**config.mk**
```make
export PLATFORM = sky130hd
export DESIGN_NAME = gpio_pad_ctrl_chain
export DESIGN_NICKNAME = d
export VERILOG_FILES = /design/src/rtl/gpio_cfg_pkg.sv /design/src/rtl/gpio_pad_ctrl_chain_in_filter.sv /design/src/rtl/gpio_pad_ctrl_chain.sv
export SDC_FILE = /design/constraint.sdc
export NUM_CORES = 1
export LEC_CHECK = 0
export CAP_MARGIN = 25
export CORE_MARGIN = 4
export CORE_UTILIZATION = 53
export DETAILED_ROUTE_END_ITERATION = 6
export GPL_ROUTABILITY_DRIVEN = 0
export PLACE_DENSITY = 0.9
export SLEW_MARGIN = 40
export SYNTH_ARGS = -nofsm -noshare
export SYNTH_HDL_FRONTEND = slang
export SYNTH_SLANG_ARGS = --single-unit
```
**constraint.sdc**
```tcl
create_clock -name clk -period 2.44 [get_ports clk]
set_input_delay 0.488 -clock clk [delete_from_list [all_inputs] [get_ports clk]]
set_output_delay 0.488 -clock clk [all_outputs]
set_load 0.1 [all_outputs]
```
**src/rtl/gpio_cfg_pkg.sv**
```systemverilog
// Shared configuration layout for the gpiov2 pad controller chain.
package gpio_cfg_pkg;

  localparam int CFG_W = 13;

  localparam int CFG_MGMT_ENA    = 0;
  localparam int CFG_OE_OVR      = 1;
  localparam int CFG_HLD_OVR     = 2;
  localparam int CFG_INP_DIS     = 3;
  localparam int CFG_IB_MODE_SEL = 4;
  localparam int CFG_ANALOG_EN   = 5;
  localparam int CFG_ANALOG_SEL  = 6;
  localparam int CFG_ANALOG_POL  = 7;
  localparam int CFG_SLOW        = 8;
  localparam int CFG_VTRIP_SEL   = 9;
  localparam int CFG_DM_LSB      = 10;
  localparam int CFG_DM_MSB      = 12;

  // Management-owned, output disabled, DM=3'b110.
  localparam logic [CFG_W-1:0] CFG_INIT_DEFAULT = 13'h1803;

  // Field order mirrors the bit indices above (first member is the MSB).
  typedef struct packed {
    logic [2:0] dm;
    logic       vtrip_sel;
    logic       slow;
    logic       analog_pol;
    logic       analog_sel;
    logic       analog_en;
    logic       ib_mode_sel;
    logic       inp_dis;
    logic       hld_ovr;
    logic       oe_ovr;
    logic       mgmt_ena;
  } gpio_cfg_t;

endpackage

```
**src/rtl/gpio_pad_ctrl_chain_in_filter.sv**
```systemverilog
// Pad input conditioning: 2-flop synchroniser, debounce filter, edge pulses.
module gpio_in_filter #(
  parameter int DEB_CYCLES = 4
) (
  input  logic clk,
  input  logic reset,
  input  logic din,
  output logic filt,
  output logic rise,
  output logic fall
);

  // DEB_CYCLES=0 still needs one mismatching cycle before filt follows.
  localparam int DEB_N = (DEB_CYCLES < 1) ? 1 : DEB_CYCLES;
  localparam int CNT_W = (DEB_N > 1) ? $clog2(DEB_N) : 1;
  localparam logic [CNT_W-1:0] CNT_MAX = CNT_W'(DEB_N - 1);

  logic             s0;
  logic             s1;
  logic [CNT_W-1:0] cnt;

  // cnt is cleared on reaching CNT_MAX, so it can never wrap.
  always_ff @(posedge clk or posedge reset) begin
    if (reset) begin
      s0   <= 1'b0;
      s1   <= 1'b0;
      filt <= 1'b0;
      cnt  <= '0;
      rise <= 1'b0;
      fall <= 1'b0;
    end else begin
      s0   <= din;
      s1   <= s0;
      rise <= 1'b0;
      fall <= 1'b0;
      if (s1 == filt) begin
        cnt <= '0;
      end else if (cnt == CNT_MAX) begin
        filt <= s1;
        cnt  <= '0;
        rise <= s1;
        fall <= ~s1;
      end else begin
        cnt <= cnt + CNT_W'(1);
      end
    end
  end

endmodule

```
**src/rtl/gpio_pad_ctrl_chain.sv**
```systemverilog
// Core-side gpiov2 pad controller: serial config chain, output mux, input filter.
module gpio_pad_ctrl_chain
  import gpio_cfg_pkg::*;
#(
  parameter logic [CFG_W-1:0] CFG_INIT   = CFG_INIT_DEFAULT,
  parameter int               DEB_CYCLES = 4
) (
  input  logic       clk,
  input  logic       reset,
  input  logic       serial_shift,
  input  logic       serial_load,
  input  logic       serial_data_in,
  output logic       serial_data_out,
  input  logic       mgmt_out,
  input  logic       mgmt_oe_n,
  input  logic       user_out,
  input  logic       user_oe_n,
  input  logic       pad_in,
  output logic       mgmt_in,
  output logic       user_in,
  output logic       in_rise,
  output logic       in_fall,
  output logic       pad_out,
  output logic       pad_oe_n,
  output logic [2:0] pad_dm,
  output logic       pad_inp_dis,
  output logic       pad_ib_mode_sel,
  output logic       pad_slow,
  output logic       pad_vtrip_sel,
  output logic       pad_hld_ovr,
  output logic       pad_analog_en,
  output logic       pad_analog_sel,
  output logic       pad_analog_pol
);

  logic [CFG_W-1:0] sr;
  gpio_cfg_t        cfg;
  logic             filt;

  // Load samples the pre-shift sr when shift and load coincide.
  always_ff @(posedge clk or posedge reset) begin
    if (reset) begin
      sr              <= '0;
      serial_data_out <= 1'b0;
      cfg             <= gpio_cfg_t'(CFG_INIT);
    end else begin
      serial_data_out <= sr[CFG_W-1];
      if (serial_load)  cfg <= gpio_cfg_t'(sr);
      if (serial_shift) sr  <= {sr[CFG_W-2:0], serial_data_in};
    end
  end

  assign pad_dm          = cfg.dm;
  assign pad_inp_dis     = cfg.inp_dis;
  assign pad_ib_mode_sel = cfg.ib_mode_sel;
  assign pad_slow        = cfg.slow;
  assign pad_vtrip_sel   = cfg.vtrip_sel;
  assign pad_hld_ovr     = cfg.hld_ovr;
  assign pad_analog_en   = cfg.analog_en;
  assign pad_analog_sel  = cfg.analog_sel;
  assign pad_analog_pol  = cfg.analog_pol;

  assign pad_out  = cfg.mgmt_ena ? mgmt_out : user_out;
  assign pad_oe_n = cfg.oe_ovr | (cfg.mgmt_ena ? mgmt_oe_n : user_oe_n);

  gpio_in_filter #(
    .DEB_CYCLES(DEB_CYCLES)
  ) u_in_filter (
    .clk  (clk),
    .reset(reset),
    .din  (pad_in & ~cfg.inp_dis),
    .filt (filt),
    .rise (in_rise),
    .fall (in_fall)
  );

  // Ownership only gates the filtered value; the filter itself is shared.
  assign mgmt_in = cfg.mgmt_ena & filt;
  assign user_in = ~cfg.mgmt_ena & filt;

endmodule
```
# Word level (Yosys, flattened, before mapping)
# Index checks and enable logic that the tools add are counted.
# word_totals
out_inout_bits,18
elab_cells,39
reg_bits,34
# classes
mux,8
eq_ne,2
n_bitwise,8
n_addsub,1
reduce_logical,1
# ops
operator,n
$mux 1,6
$mux 2,2
$not 1->1,4
$and 1x1->1,3
$add 2x1->2 const B,1
$eq 2x2->1 const B,1
$reduce_and 2->1,1
$eq 1x1->1,1
$or 1x1->1,1

# Logic depth before layout (Yosys ltp)
# Gate-level depths: netlist of the first run.
# logic_depth
depth_word,3
mapped_depth,3

# Cells and area by module
# A second synthesis of the first run with hierarchy kept.
# hier_totals
hier_cells,82
area_unflattened_um2,1382.6
# by_module_without_submodules
module,seq_area_each_um2,instances,area_each_um2,cells_each
gpio_pad_ctrl_chain,680.7,1,1142.3,65
gpio_in_filter,175.2,1,240.2,17

# Worst setup path before layout of the first run
# No wires, ideal clock.
# synth_path
kind,register to output
startpoint,register u_in_filter.filt
endpoint,output port user_in
t_arrival_ps,1699
n_path_buf,0
required_time_ps,1952
slack_ps,253
path_stages_with_launch,3
path_cell_list,dfrtp_1 inv_1 nor2_1
# synth_between
elab_chain_cells,1
# synth_lines
element,line_no,source
start: declaration,gpio_pad_ctrl_chain_in_filter.sv:8,"output logic filt,"
start signal: assignment,gpio_pad_ctrl_chain_in_filter.sv:27,filt <= 1'b0;
start signal: assignment,gpio_pad_ctrl_chain_in_filter.sv:39,filt <= s1;
$and 1x1->1,gpio_pad_ctrl_chain.sv:79,assign user_in = ~cfg.mgmt_ena & filt;
end: declaration,gpio_pad_ctrl_chain.sv:20,"output logic user_in,"
# Every way passes these cells.

# Worst setup path in the final report of the first run
# layout_path
startpoint,input port user_oe_n
endpoint,output port pad_oe_n
# layout_between
elab_chain_cells,2
# layout_lines
element,line_no,source
start: declaration,gpio_pad_ctrl_chain.sv:17,"input logic user_oe_n,"
$mux 1,gpio_pad_ctrl_chain.sv:64,assign pad_oe_n = cfg.oe_ovr | (cfg.mgmt_ena ? mgmt_oe_n : user_oe_n);
$or 1x1->1,gpio_pad_ctrl_chain.sv:64,
end: declaration,gpio_pad_ctrl_chain.sv:24,"output logic pad_oe_n,"
# Every way passes these cells.

==> qor.txt, run 1 <==
Run status = finished clean
Sequential Area = 855.8 um2
Synth Area in Compound Gates = 1.004%
Fin area = 0.001697 mm2
TritonCTS Buffers = 5
Post-Synth Adder-Cell Area = 0.9124%
R2R Setup Slk = 1.51 ns
Mux cell area share after synthesis = 27.65%
# DRC = 0
Final setup vio count = 0
Later-pin clock latency in the skew report = 0.32 ns
Input/output buffers = 27
Via count = 734
Fin util = 68.48%
Nets = 124
Placed Area = 0.001637 mm2
Worst setup margin = 0.4802 ns
Root Buffer = clkbuf_4
Core Region = 0.002477 mm2
CTS Hold Bufs = 0
GR Overflow Total = 0
CTS tree = built
Critical Path AT = 1.47 ns
H-tree Lvls = 2
Initial antenna violation count = 0
Post-DP HPWL = 1454 um
# clock sinks = 34
Placement Rows = 18
Final Skew = 0.009873 ns
Initial Util = 55.35%
Worst endpoint required time = 1.95 ns
DR vias/cell = 5.097
Maximum root-to-sink buffer count = 2
Area Overhead vs Synth = 23.72%
Final period util = 80.32%
CP Max Fanout = 1
Syn Std Cell Area = 0.001371 mm2
Synthesized Nets = 92
Avg Inst Size Synth = 16.93 um2
Mean routed wirelength per cell = 14.42 um
Reg2reg start = u_in_filter.cnt[0]$_DFF_PP0_
Post-CTS Repair Setup Buffers = 0
Largest net degree at the start of global routing = 35
#FFs+latches synth = 34
Post-synthesis sequential area ratio = 62.41%
Worst-Margin Slew = 0.4094 ns
Layout cell share with drive strength beyond 1 = 51.75%
Antenna cell count = 0
Vias in the first global route = 721
Largest family of logic cells by synthesized area = multiplexers
WL final = 2077 um
Multi-input logic area = 462.9 um2
Worst Setup EP = pad_oe_n
Leading post-synthesis cells by cell area = dfrtp_1, mux2_4, dfstp_2
Period minus WS final = 1.960 ns
Synthesized instance count = 81
Pre-CTS setup slack = 0.4742 ns
Unrepaired setup endpoints after global routing = no
I/O pin total = 28
Yosys top cell by area = dfrtp_1
Worst setup SP type = primary input
Hold Vio Cnt, Final = 0
Worst slew margin = 72.71%
Post_cts resized = 0
Worst r2r dst = u_in_filter.filt$_DFFE_PP0P_
F_max = 510.2 MHz
Drt initial violations = 17
Area share of the largest cell type after synthesis = 54.74%
Die ar. = 0.003465 mm2
Ys Warns = 0
Worst r2r path cells = 3
CP Capture Type = output port
GRT Util Overall = 13.48%
Critical path type = in2out
Clock Pin Slew Worst Setup and Hold Paths = 0.09 ns
Synth Area in Simple Gates = 3.558%
Final Slew Violations = 0
Origin of the worst setup path = user_oe_n
Die width = 58.87 um
Setup TNS = 0 ns
Die height = 58.87 um
DRT antenna net count = 0
Max Cap Violations = 0
First-pass GRT wire length = 3436 um
Synth Area in XOR/XNOR = 0.6387%
Fillcell total = 189
Worst min path class = reg2reg
Yosys cell types = 17
Router iterations before antenna repair = 3
[kinds of logic (layout without fill, tap and decap cells)]
logic type / Yosys count / after routing
flip-flops: 34 / 34
multiplexers: 27 / 27
AND/OR/NAND/NOR: 9 / 9
buffers and inverters: 7 / 40
AO/OA/AOI/OAI: 2 / 2
adder cells (fa/ha/maj): 1 / 1
XOR/XNOR: 1 / 1
[sequential cells by signal, indices dropped and copies added, names as in the netlist]
name and flops:
pad_vtrip_sel 1, u_in_filter.s0 1, pad_hld_ovr 1, u_in_filter.fall 1, u_in_filter.cnt 2, u_in_filter.s1 1
pad_analog_en 1, pad_dm 3, pad_slow 1, cfg 2, u_in_filter.filt 1, sr 13
pad_ib_mode_sel 1, pad_analog_sel 1, u_in_filter.rise 1, pad_analog_pol 1, serial_data_out 1, pad_inp_dis 1
[per-stage QoR]
stage / cells / hold slack, ns
after global placement: 136 / 0.3389
after global routing: 144 / 0.3826
final: 144 / 0.3680
after detailed placement: 136 / 0.3485
after CTS: 144 / 0.3713
after floorplan: 81 / 0.3312
[area by class of cell]
class | instances | share of cell area, %
clock buffers | 7 | 3.245
clock inverters | 1 | 0.2950
inverters | 2 | 0.4425
multi-input cells | 40 | 27.29
flip-flops and latches | 34 | 50.44
well taps | 30 | 2.212
repair buffers | 30 | 16.08
[critical path, stage by stage]
cell and delay [ns]:
clkdlybuf4s50_1 0.38, nor2b_1 0.12, a211o_1 0.30, buf_12 0.18
[worst min-delay path by stage]
stage	start	to	cells past startpoint	slack (ns)
after CTS	u_in_filter.s0$_DFF_PP0_	u_in_filter.s1$_DFF_PP0_	0	0.37
after floorplan	u_in_filter.s0$_DFF_PP0_	u_in_filter.s1$_DFF_PP0_	0	0.33
after global routing	u_in_filter.s0$_DFF_PP0_	u_in_filter.s1$_DFF_PP0_	0	0.38
final	u_in_filter.s0$_DFF_PP0_	u_in_filter.s1$_DFF_PP0_	0	0.37
after detailed placement	u_in_filter.s0$_DFF_PP0_	u_in_filter.s1$_DFF_PP0_	0	0.35
after global placement	u_in_filter.s0$_DFF_PP0_	u_in_filter.s1$_DFF_PP0_	0	0.34
[Yosys cell counts, drive strengths merged]
cell type / number
dfrtp: 30
mux2: 27
buf: 5
dfstp: 4
nor2b: 3
inv: 2
nor2: 2
a211o: 1
and2: 1
ha: 1
nand2: 1
nor3: 1
nor3b: 1
o21ai: 1
xnor2: 1
[layout by cell type, fill, tap and decap left out]
master	synthesis	layout
dfrtp_1	30	30
mux2_4	20	20
buf_4	3	19
clkdlybuf4s50_1	0	9
mux2_2	7	7
clkbuf_4	0	5
dfstp_2	4	4
nor2b_1	3	3
inv_1	2	2
nor2_1	2	2
buf_12	0	2
xnor2_1	1	1
nor3_1	1	1
a211o_1	1	1
and2_1	1	1
nor3b_1	1	1
nand2_1	1	1
o21ai_0	1	1
ha_1	1	1
clkbuf_1	0	1
clkinv_2	0	1
clkbuf_8	0	1
[routing by layer]
metal	up-vias	global-route usage (%)	wire length, um
li1	336	-	-
met1	371	18.12	933
met2	22	19.40	974
met3	5	5.921	145
met4	0	4.854	24
met5	-	0	0
Power of run 1 is not shown: default switching activity piles up to over one toggle a cycle in this logic, so the estimate is an artifact.
==> run 2, diff against run 1 <==
--- a/config.mk
+++ b/config.mk
@@ -7,10 +7,10 @@
 export LEC_CHECK = 0
 export CAP_MARGIN = 25
 export CORE_MARGIN = 4
-export CORE_UTILIZATION = 53
+export CORE_UTILIZATION = 49
 export DETAILED_ROUTE_END_ITERATION = 6
 export GPL_ROUTABILITY_DRIVEN = 0
-export PLACE_DENSITY = 0.9
+export PLACE_DENSITY = 0.85
 export SLEW_MARGIN = 40
 export SYNTH_ARGS = -nofsm -noshare
 export SYNTH_HDL_FRONTEND = slang
==> constraint.sdc (replaced) <==
create_clock -name clk -period 2 [get_ports clk]
set_input_delay 0.4 -clock clk [delete_from_list [all_inputs] [get_ports clk]]
set_output_delay 0.4 -clock clk [all_outputs]
set_load 0.1 [all_outputs]
==> run 2 against run 1 <==
- global-route usage up 0.61 points
- register-to-register slack worse by 0.45 ns
- first-iteration DRC count up 120%
- non-clock buffer count up 1
- cell count up 0.69%
- count of clock-buffer cells in the layout unchanged
- via count down 1.2%
- sequential share of layout area down 2.1 points
- critical path depth down 2
- clock skew up 0.0015 ns
==> qor.txt, run 2 (same netlist as run 1, synthesis figures left out) <==
Run status = finished clean
Setup TNS = 0 ns (unchanged)
Die ar. = 0.003709 mm2 (+7.0%)
Maximum root-to-sink buffer count = 2 (unchanged)
Worst-Margin Slew = 0.4160 ns (+0.006606 ns)
H-tree Lvls = 2 (unchanged)
Nets = 125 (+0.81%)
Final Slew Violations = 0 (unchanged)
Via count = 725 (-1.2%)
Worst endpoint required time = 1.60 ns (-0.35 ns)
Final Skew = 0.01136 ns (+0.001490 ns)
Critical path type = reg2out
Fin util = 69.01% (+0.52 points)
First-pass GRT wire length = 3753 um (+9.2%)
Worst setup SP type = flop
Hold slack = 0.3617 ns (-0.006327 ns)
WL final = 2296 um (+11%)
Clock Pin Slew Worst Setup and Hold Paths = 0.10 ns (about the same)
DRT antenna net count = 0 (unchanged)
Most common cell after layout, fill and taps aside = dfrtp_1
Worst min path class = reg2reg
Most frequent cells in the layout = dfrtp_1, mux2_4, buf_4
GRT Util Overall = 14.09% (+0.61 points)
Die height = 60.90 um (+3.5%)
TritonCTS Buffers = 5 (unchanged)
Max Cap Violations = 0 (unchanged)
Mean routed wirelength per cell = 15.83 um (+9.8%)
Core Region = 0.002567 mm2 (+3.6%)
Max reg flops = 13 (unchanged)
# clock sinks = 34 (unchanged)
Hold Vio Cnt, Final = 0 (unchanged)
Placement Rows = 18 (unchanged)
Fin area = 0.001772 mm2 (+4.4%)
Root Buffer = clkbuf_4
F_max = 536.5 MHz
CTS Hold Bufs = 0 (unchanged)
Fillcell total = 193 (+2.1%)
Post-CTS Repair Setup Buffers = 0 (unchanged)
Area Overhead vs Synth = 29.20%
Die width = 60.90 um (+3.5%)
Router iterations before antenna repair = 3 (unchanged)
CTS tree = built
Critical Path AT = 1.46 ns (about the same)
Layout cell share with drive strength beyond 1 = 52.17% (+0.42 points)
GR Overflow Total = 0 (unchanged)
Initial Util = 53.41% (-1.9 points)
Vias in the first global route = 797 (+11%)
Placed Area = 0.001697 mm2 (+3.7%)
Input/output buffers = 27 (unchanged)
CP Capture Type = output port
Largest net degree at the start of global routing = 35 (unchanged)
Worst slew margin = 72.27% (-0.44 points)
CP Max Fanout = 6 (+5)
Most flop-heavy register = sr
Unrepaired setup endpoints after global routing = no
Final setup vio count = 0 (unchanged)
Antenna cell count = 0 (unchanged)
Drt initial violations = 38 (+21)
Post_cts resized = 0 (unchanged)
Initial antenna violation count = 0 (unchanged)
Period minus WS final = 1.864 ns
Final period util = 93.20%
Post-DP HPWL = 1677 um (+15%)
DR vias/cell = 5.000 (-1.9%)
I/O pin total = 28 (unchanged)
Later-pin clock latency in the skew report = 0.31 ns (about the same)
# DRC = 0 (unchanged)
run 2: changes by cell type in the layout (fill, tap and decap cells not counted), sizes merged:
cell,before,now
bufinv,0,1
buf,21,22
clkinv,1,0
run 2: critical path: stages (launching register included):
cell and delay [ns]:
dfstp_2 0.60, mux2_2 0.38, buf_12 0.17
run 2: area by class of cell:
cell class	count	area, um2	share of cell area, %
sequential	34	855.8	48.31
multi-input combinational	40	465.4	26.27
timing repair buffer	31	330.3	18.64
tap	30	37.54	2.119
clock buffer	7	45.04	2.542
inverter	2	7.507	0.4237
clock inverter	1	30.03	1.695
run 2: final timing paths:
| kind | start | to | slack (ns) | cells after the start |
|---|---|---|---|---|
| max | cfg[0]$_DFFE_PP1P_ | pad_out | 0.14 | 2 |
| min | u_in_filter.s0$_DFF_PP0_ | u_in_filter.s1$_DFF_PP0_ | 0.36 | 0 |
| max reg2reg | u_in_filter.cnt[0]$_DFF_PP0_ | u_in_filter.filt$_DFFE_PP0P_ | 1.06 | 3 |
| min reg2reg | u_in_filter.s0$_DFF_PP0_ | u_in_filter.s1$_DFF_PP0_ | 0.36 | 0 |
| max in group asynchronous | reset | pad_dm[1]$_DFFE_PP1P_ | 1.18 | 3 |
| min in group asynchronous | reset | u_in_filter.cnt[1]$_DFF_PP0_ | 0.48 | 3 |
run 2: per-layer routing:
| metal | vias up | global-route usage [%] | share of wire (%) |
|---|---|---|---|
| met4 | 0 | 4.334 | 0.83 |
| met2 | 23 | 22.90 | 50 |
| met5 | - | 0 | 0 |
| li1 | 338 | - | - |
| met1 | 360 | 17.79 | 42 |
| met3 | 4 | 4.894 | 6.6 |
run 2: metrics by stage:
stage	std cells	setup slack [ns]
after floorplan	81	0.2870
after global placement	137	0.2148
after detailed placement	137	0.2087
after CTS	145	0.1117
after global routing	145	0.06742
final	145	0.1360
Power of run 2 is left out for the same reason.
